===== config.mk =====
export PLATFORM = sky130hd
export DESIGN_NAME = noc_flit_tx
export DESIGN_NICKNAME = d
export VERILOG_FILES = /design/src/rtl/noc_flit_tx.sv
export SDC_FILE = /design/constraint.sdc
export NUM_CORES = 1
export LEC_CHECK = 0
export ABC_AREA = 1
export ABC_CLOCK_PERIOD_IN_PS = 1800
export CAP_MARGIN = 20
export CORE_ASPECT_RATIO = 0.9
export CORE_MARGIN = 3
export CORE_UTILIZATION = 53
export CTS_CLUSTER_DIAMETER = 50
export CTS_CLUSTER_SIZE = 8
export DETAILED_ROUTE_END_ITERATION = 10
export PLACE_DENSITY = 0.82
export SYNTH_ARGS = -nofsm -noshare
export SYNTH_HDL_FRONTEND = slang
export SYNTH_SLANG_ARGS = --single-unit

===== constraint.sdc =====
create_clock -name clk -period 1.8 [get_ports clk]
set_input_delay 0.36 -clock clk [delete_from_list [all_inputs] [get_ports clk]]
set_output_delay 0.36 -clock clk [all_outputs]
set_load 0.01 [all_outputs]

===== src/rtl/noc_flit_tx.sv =====
// rtl/noc_flit_tx.sv - credit-based flit transmitter with local FIFO
// Launches one registered flit per cycle while the FIFO holds data and router credits remain.
module noc_flit_tx #(
   parameter int DATA_W     = 16,
   parameter int FIFO_DEPTH = 4,
   parameter int CREDITS    = 4,
   localparam int CNT_W     = $clog2(CREDITS + 1)
) (
   input  logic              clk,
   input  logic              rst,
   input  logic              push_i,
   input  logic [DATA_W-1:0] push_data_i,
   output logic              full_o,
   output logic              empty_o,
   output logic              valid_o,
   output logic [DATA_W-1:0] data_o,
   input  logic              credit_i,
   output logic [CNT_W-1:0]  credits_o,
   output logic              err_o
);

   localparam int PTR_W = $clog2(FIFO_DEPTH);
   localparam logic [PTR_W:0]   DEPTH_C   = (PTR_W + 1)'(FIFO_DEPTH);
   localparam logic [CNT_W-1:0] CREDITS_C = CNT_W'(CREDITS);

   logic [DATA_W-1:0] mem_q [FIFO_DEPTH];
   logic [DATA_W-1:0] mem_d [FIFO_DEPTH];
   logic [PTR_W-1:0]  wr_ptr_q, wr_ptr_d;
   logic [PTR_W-1:0]  rd_ptr_q, rd_ptr_d;
   logic [PTR_W:0]    count_q, count_d;
   logic [CNT_W-1:0]  credits_q, credits_d;
   logic              valid_q, valid_d;
   logic [DATA_W-1:0] data_q, data_d;
   logic              err_q, err_d;
   logic              push_ok;
   logic              send;

   always_comb begin
      push_ok   = push_i && (count_q != DEPTH_C);
      // Decision uses the registered credit count, so a returned credit helps one edge later.
      send      = (count_q != '0) && (credits_q != '0);
      mem_d     = mem_q;
      wr_ptr_d  = wr_ptr_q;
      rd_ptr_d  = rd_ptr_q;
      count_d   = count_q;
      credits_d = credits_q;
      err_d     = err_q;
      valid_d   = send;
      data_d    = data_q;

      if (push_ok) begin
         mem_d[wr_ptr_q] = push_data_i;
         wr_ptr_d        = wr_ptr_q + 1'b1;
      end
      if (send) begin
         data_d   = mem_q[rd_ptr_q];
         rd_ptr_d = rd_ptr_q + 1'b1;
      end
      case ({push_ok, send})
         2'b10:   count_d = count_q + 1'b1;
         2'b01:   count_d = count_q - 1'b1;
         default: count_d = count_q;
      endcase

      if (send && !credit_i) begin
         credits_d = credits_q - 1'b1;
      end else if (!send && credit_i) begin
         if (credits_q == CREDITS_C) begin
            err_d = 1'b1;
         end else begin
            credits_d = credits_q + 1'b1;
         end
      end
   end

   always_ff @(posedge clk) begin
      if (rst) begin
         for (int i = 0; i < FIFO_DEPTH; i++) begin
            mem_q[i] <= '0;
         end
         wr_ptr_q  <= '0;
         rd_ptr_q  <= '0;
         count_q   <= '0;
         credits_q <= CREDITS_C;
         valid_q   <= 1'b0;
         data_q    <= '0;
         err_q     <= 1'b0;
      end else begin
         mem_q     <= mem_d;
         wr_ptr_q  <= wr_ptr_d;
         rd_ptr_q  <= rd_ptr_d;
         count_q   <= count_d;
         credits_q <= credits_d;
         valid_q   <= valid_d;
         data_q    <= data_d;
         err_q     <= err_d;
      end
   end

   assign full_o    = (count_q == DEPTH_C);
   assign empty_o   = (count_q == '0);
   assign valid_o   = valid_q;
   assign data_o    = data_q;
   assign credits_o = credits_q;
   assign err_o     = err_q;

endmodule


==> metrics.yaml, run 1 <==
outcome: "completed"
gp_congestion: 0.845
clkSlewWorstSetupHoldPaths_ns: 0.08
worstPathRequired_ns: 1.44
p_per_area_nw_per_um2: 1320
cts_sinks: 92
core_sq_um: 9210
finalMaxSlewViolations: 0
grt_overflow: 0
worst-setup-path-type: "reg -> out"
total_leakage_power_uw: 0.00313
grt_max_degree: 71
cts_tree: "done"
wl_mm: 11.9
fin_crit_ns: 1.73
numCtsBuffers: 9
drive_gt1_share_pct: 8.08
hp-class: "in -> reg"
synth_nets: 852
hold_buffers: 0
dpl.hpwl_mm: 7.31
ir_worst_vdd_mv: 0.576
grt_pass1_vias: 4420
synth_seq_cells: 92
netlist_instances: 823
tns_ns: 0
fin_crit_sh_pct: 96.3
rsz0062_at_grt: "true"
grt_usage_pct: 23.1
finalPower_uw: 7830
hold_viol: 0
die-area_sq_um: 10800
slew-limit-headroom_pct: 71.2
via_per_inst: 4.86
clk_latency_ns: 0.36
root_buffer: "clkbuf_8"
crit_path_end_kind: "primary output"
avgSynthCellArea_sq_um: 6.16
grt_pass1_wl_mm: 19.9
vias: 4801
diodes: 0
mappedNetlistArea_sq_um: 5070
dp_cells: 971
cp_max_fo: 6
drv_cap: 0
die_w_um: 109
cts_max_path_buffers: 2
fin_nets: 890
crit_arrival_ns: 1.37
ys_seq_area_share_pct: 36.3
synthDistinctLibCells: 21
instances_no_fill: 988
wire_per_inst_um: 12.1
route.detailed.drc: 0
worst_slew_pin_slew_ns: 0.431
post-route-util_pct: 64.4
start_util_pct: 55.0
finClkSkew_ns: 0.00683
ioPinCount: 43
syn_to_final_growth_pct: 17.0
h-tree-depth: 3
first_iter_violations: 271
die_h_um: 98.8
yosys_warnings: 0
ant_nets: 0
antenna_found_initial: 0
max_freq_ghz: 0.577
start_kind: "flip-flop"
first_pass_iters: 5
io_buffers: 42
fp-row-count: 33
finalSetupViolCount: 0
==> critical path, cell delays in order (launching register included) <==
cell             delay [ns]
dfxtp_2                0.34
buf_4                  0.14
clkdlybuf4s50_1        0.54
==> final cells by class <==
class,instances,area [sq um]
fillers,835,3280
multi-input cells,500,2310
flip-flops and latches,92,1840
repair buffers,76,726
inverters,182,683
well taps,122,153
clock buffers,12,145
clock inverters,4,72.6
==> power by group <==
group	internal, uW	switching [uW]	total (uW)
Clock	819	705	1520
Combinational	1470	2290	3760
Sequential	2400	140	2540
Total	4690	3140	7830
==> cells in the mapped netlist <==
| cell | n | area [sq um] |
|---|---|---|
| nand2_1 | 262 | 983 |
| inv_1 | 176 | 661 |
| nor2_1 | 104 | 390 |
| dfxtp_1 | 92 | 1840 |
| nand4_1 | 64 | 400 |
| nand3_1 | 43 | 215 |
| buf_2 | 26 | 130 |
| a21oi_1 | 8 | 40.0 |
| clkbuf_1 | 8 | 30.0 |
| ha_1 | 7 | 87.6 |
| buf_1 | 5 | 18.8 |
| buf_6 | 5 | 56.3 |
| nand3_4 | 5 | 87.6 |
| buf_4 | 4 | 30.0 |
| inv_2 | 4 | 15.0 |
| o21ai_0 | 3 | 15.0 |
| clkinv_1 | 2 | 7.51 |
| fa_1 | 2 | 40.0 |
| clkbuf_2 | 1 | 5.00 |
| nand2_2 | 1 | 6.26 |
| nand3b_1 | 1 | 7.51 |
==> path summary, 6_finish.rpt <==
kind                              from                   endpoint  slack (ns)  depth (start not counted)
min reg2reg         err_o$_SDFFE_PP0P_         err_o$_SDFFE_PP0P_        0.45                          2
max          credits_o[2]$_SDFFE_PP1P_               credits_o[2]        0.07                          2
min                             push_i   wr_ptr_q[1]$_SDFFE_PP0P_        0.38                          4
max reg2reg  credits_o[0]$_SDFFE_PP0P_  credits_o[1]$_SDFFE_PP0P_        0.12                         10
==> flip-flops by register name (all words and copies together) (netlist names) <==
register / cells
mem_q: 64
valid_o: 1
err_o: 1
credits_o: 3
data_o: 16
count_q: 3
rd_ptr_q: 2
wr_ptr_q: 2
==> cell usage in the layout, fill, tap and decap left out, types with 3 or more instances in the layout <==
master / instances
a21oi_1: 8
buf_12: 4
buf_4: 28
clkbuf_8: 10
clkdlybuf4s50_1: 39
dfxtp_1: 90
ha_1: 6
inv_1: 175
inv_2: 6
nand2_1: 259
nand3_1: 41
nand3_4: 5
nand4_1: 64
nor2_1: 104
o21ai_0: 3
==> timing repair <==
item | CTS | global route
setup endpoints to repair | 3 | 27
resized for setup | 3 | 11
buffers inserted | 1 | 0
cloned | 0 | 0
==> metrics by stage <==
step	setup WS, ns	instance area, sq um	hold WS, ns
floorplan	-0.00383	5070	0.429
global placement	-0.0369	5670	0.435
detailed placement	-0.0495	5670	0.442
CTS	0.0296	5900	0.410
global route	-0.00680	5930	0.395
finish	0.0670	5930	0.382
==> routing by layer <==
metal	track usage, %	share of wire, %	vias to the layer above
li1	-	-	2520
met1	29.1	43	2099
met2	39.2	48	160
met3	4.32	7.8	22
met4	8.06	1.6	0
met5	0	0	-
==> logic make-up after synthesis <==
logic type               Yosys count  synth area share, %
AND/OR/NAND/NOR                  480                 41.2
buffers and inverters            231                 18.8
flip-flops                        92                 36.3
adder cells (fa/ha/maj)            9                 2.52
AO/OA/AOI/OAI                     11                 1.09
No activity file was read; power rests on OpenSTA's default activity.
==> inputs of run 2 (changes only) <==
REMOVE_ABC_BUFFERS = 1   (was not set)
==> run 2 against run 1 <==
  * Combinational power is 1% lower
  * First-iteration DRC count is 46% higher
  * Setup slack worse by 0.0071 ns
  * Routed wire length is 0.56% lower
  * Final cell count is 0.61% higher
  * Non-clock buffer count is 6 higher
  * Die area stayed put
  * Sequential share of layout area is 0.070 points higher
  * Cell area hardly changed
  * Flip-flop and latch count stayed put
  * Core utilization hardly changed
  * Clock power is 9.9% lower
  * Critical path type unchanged
  * Largest cell class unchanged
  * Largest power group unchanged
  * Highest routed layer unchanged
==> metrics.yaml, run 2 (same netlist as run 1, synthesis figures left out) <==
ff2ff_setup_slack_ns: 0.11
instances_no_fill: 994
outcome: "completed"
whs_path_depth: 4
fp-row-count: 33
die_h_um: 98.8
core_sq_um: 9210
drv_cap: 0
grt_usage_pct: 23.4
crit_chain: "buf_4 -> clkdlybuf4s50_1"
hold-path-endpoint: "wr_ptr_q[1]$_SDFFE_PP0P_"
finalMaxSlewViolations: 0
finalSetupViolCount: 0
postCtsSetupBuffers: 0
max_freq_ghz: 0.575
r2r-end: "credits_o[2]$_SDFFE_PP1P_"
setup_ws_ns: 0.0599
crit_path_end_kind: "primary output"
crit_slowest_cell: "clkdlybuf4s50_1"
clkSlewWorstSetupHoldPaths_ns: 0.09
multiInputGateArea_sq_um: 2300
hp-class: "in -> reg"
grt_max_degree: 71
wl_mm: 11.9
grt_pass1_vias: 4365
r2r-start: "count_q[2]$_SDFFE_PP0P_"
cts_sinks: 92
worst-setup-path-type: "reg -> out"
cp_max_fo: 6
max_stage_delay_ns: 0.53
ant_nets: 0
route.detailed.drc: 0
worstPathRequired_ns: 1.44
syn_to_final_growth_pct: 17.0
tns_ns: 0
start_util_pct: 55.0
hold_viol: 0
total_leakage_power_uw: 0.00313
ir_worst_vdd_mv: 1.11
wire_per_inst_um: 11.9
fin_crit_sh_pct: 96.7
final_common_cell: "nand2_1"
p_per_area_nw_per_um2: 1290
drive_gt1_share_pct: 9.29
diodes: 0
place_worst_setup_slack_ns: -0.134
h-tree-depth: 3
cts_max_path_buffers: 2
io_buffers: 42
die-area_sq_um: 10800
ioPinCount: 43
first_pass_iters: 5
grt_pass1_wl_mm: 20.4
gp_congestion: 0.802
slew-limit-headroom_pct: 71.1
worst_slew_pin_slew_ns: 0.433
fin_nets: 896
hold_start: "push_i"
root_buffer: "clkbuf_8"
path_delay_family: "buffers and inverters"
die_w_um: 109
via_per_inst: 4.79
dp_cells: 978
dpl.hpwl_mm: 7.58
largest_register_ffs: 64
finalPower_uw: 7640
final-seq-area_sq_um: 1850
cts_tree: "done"
clk_latency_ns: 0.37
grt_overflow: 0
finClkSkew_ns: 0.0107
r2r_cells: 11
first_iter_violations: 396
vias: 4761
largest-register: "mem_q"
start_kind: "flip-flop"
crit_arrival_ns: 1.38
final_cell_mix: "nand2_1, inv_1, nor2_1"
crit_buf_inv: 2
fill_cells: 828
antenna_found_initial: 0
numCtsBuffers: 9
fin_crit_ns: 1.74
-- run 2: repair_timing --
item / CTS / global route
hold buffers: 0 / 0
gates resized for setup: 3 / 13
endpoints found under the setup margin: 5 / 6
-- run 2: per-layer routing --
metal | vias up | wire [um] | global-route usage [%]
met4 | 0 | 104 | 4.27
met3 | 12 | 708 | 5.37
met5 | - | 0 | 0
li1 | 2535 | - | -
met1 | 2078 | 5630 | 32.8
met2 | 136 | 5410 | 37.4
-- run 2: area by class of cell --
class,count,area share [%]
Multi-Input combinational cell,500,38.7
Sequential cell,92,31.2
Timing Repair Buffer,82,12.7
Inverter,182,11.5
Clock buffer,12,2.79
Tap cell,122,2.57
Clock inverter,4,0.549
-- run 2: worst reg2reg max path: stages, from the launching register on --
cell and delay (ns):
dfxtp_2 0.36, inv_1 0.08, nand3_2 0.09, nand2_2 0.06, inv_2 0.08, ha_2 0.19, inv_2 0.06, fa_1 0.38
nand3b_1 0.17, nand2_1 0.07, nand2_1 0.05, nand3_1 0.05
-- run 2: metrics by stage --
step                      hold WS, ns  instance area [sq um]  utilization, %
final                           0.397                   5930            64.4
after global routing            0.402                   5930            64.4
after CTS                       0.428                   5900            64.1
after detailed placement        0.443                   5700            62.0
after global placement          0.445                   5700            62.0
after floorplan                 0.429                   4800               -
-- run 2: how the worst max path moves through the flow --
| stage | slack, ns | endpoint | cells past startpoint | startpoint |
|---|---|---|---|---|
| floorplan | -0.38 | count_q[2]$_SDFFE_PP0P_ | 12 | count_q[0]$_SDFFE_PP0P_ |
| global placement | -0.07 | credits_o[1]$_SDFFE_PP0P_ | 8 | credit_i |
| detailed placement | -0.13 | credits_o[1]$_SDFFE_PP0P_ | 8 | credit_i |
| CTS | 0.006 | credits_o[2] | 2 | credits_o[2]$_SDFFE_PP1P_ |
| global route | -0.02 | credits_o[2]$_SDFFE_PP1P_ | 11 | count_q[2]$_SDFFE_PP0P_ |
| finish | 0.06 | credits_o[2] | 2 | credits_o[2]$_SDFFE_PP1P_ |
-- run 2: where the power goes --
group          switching (uW)  internal (uW)  total (uW)
Combinational            2250           1460        3710
Sequential                144           2410        2550
Clock                     749            621        1370
==> inputs of run 3 (changes only) <==
CAP_MARGIN = not set   (was 20)
==> results of run 3 <==
No change in the layout: final DEF, timing and power equal those of run 2.
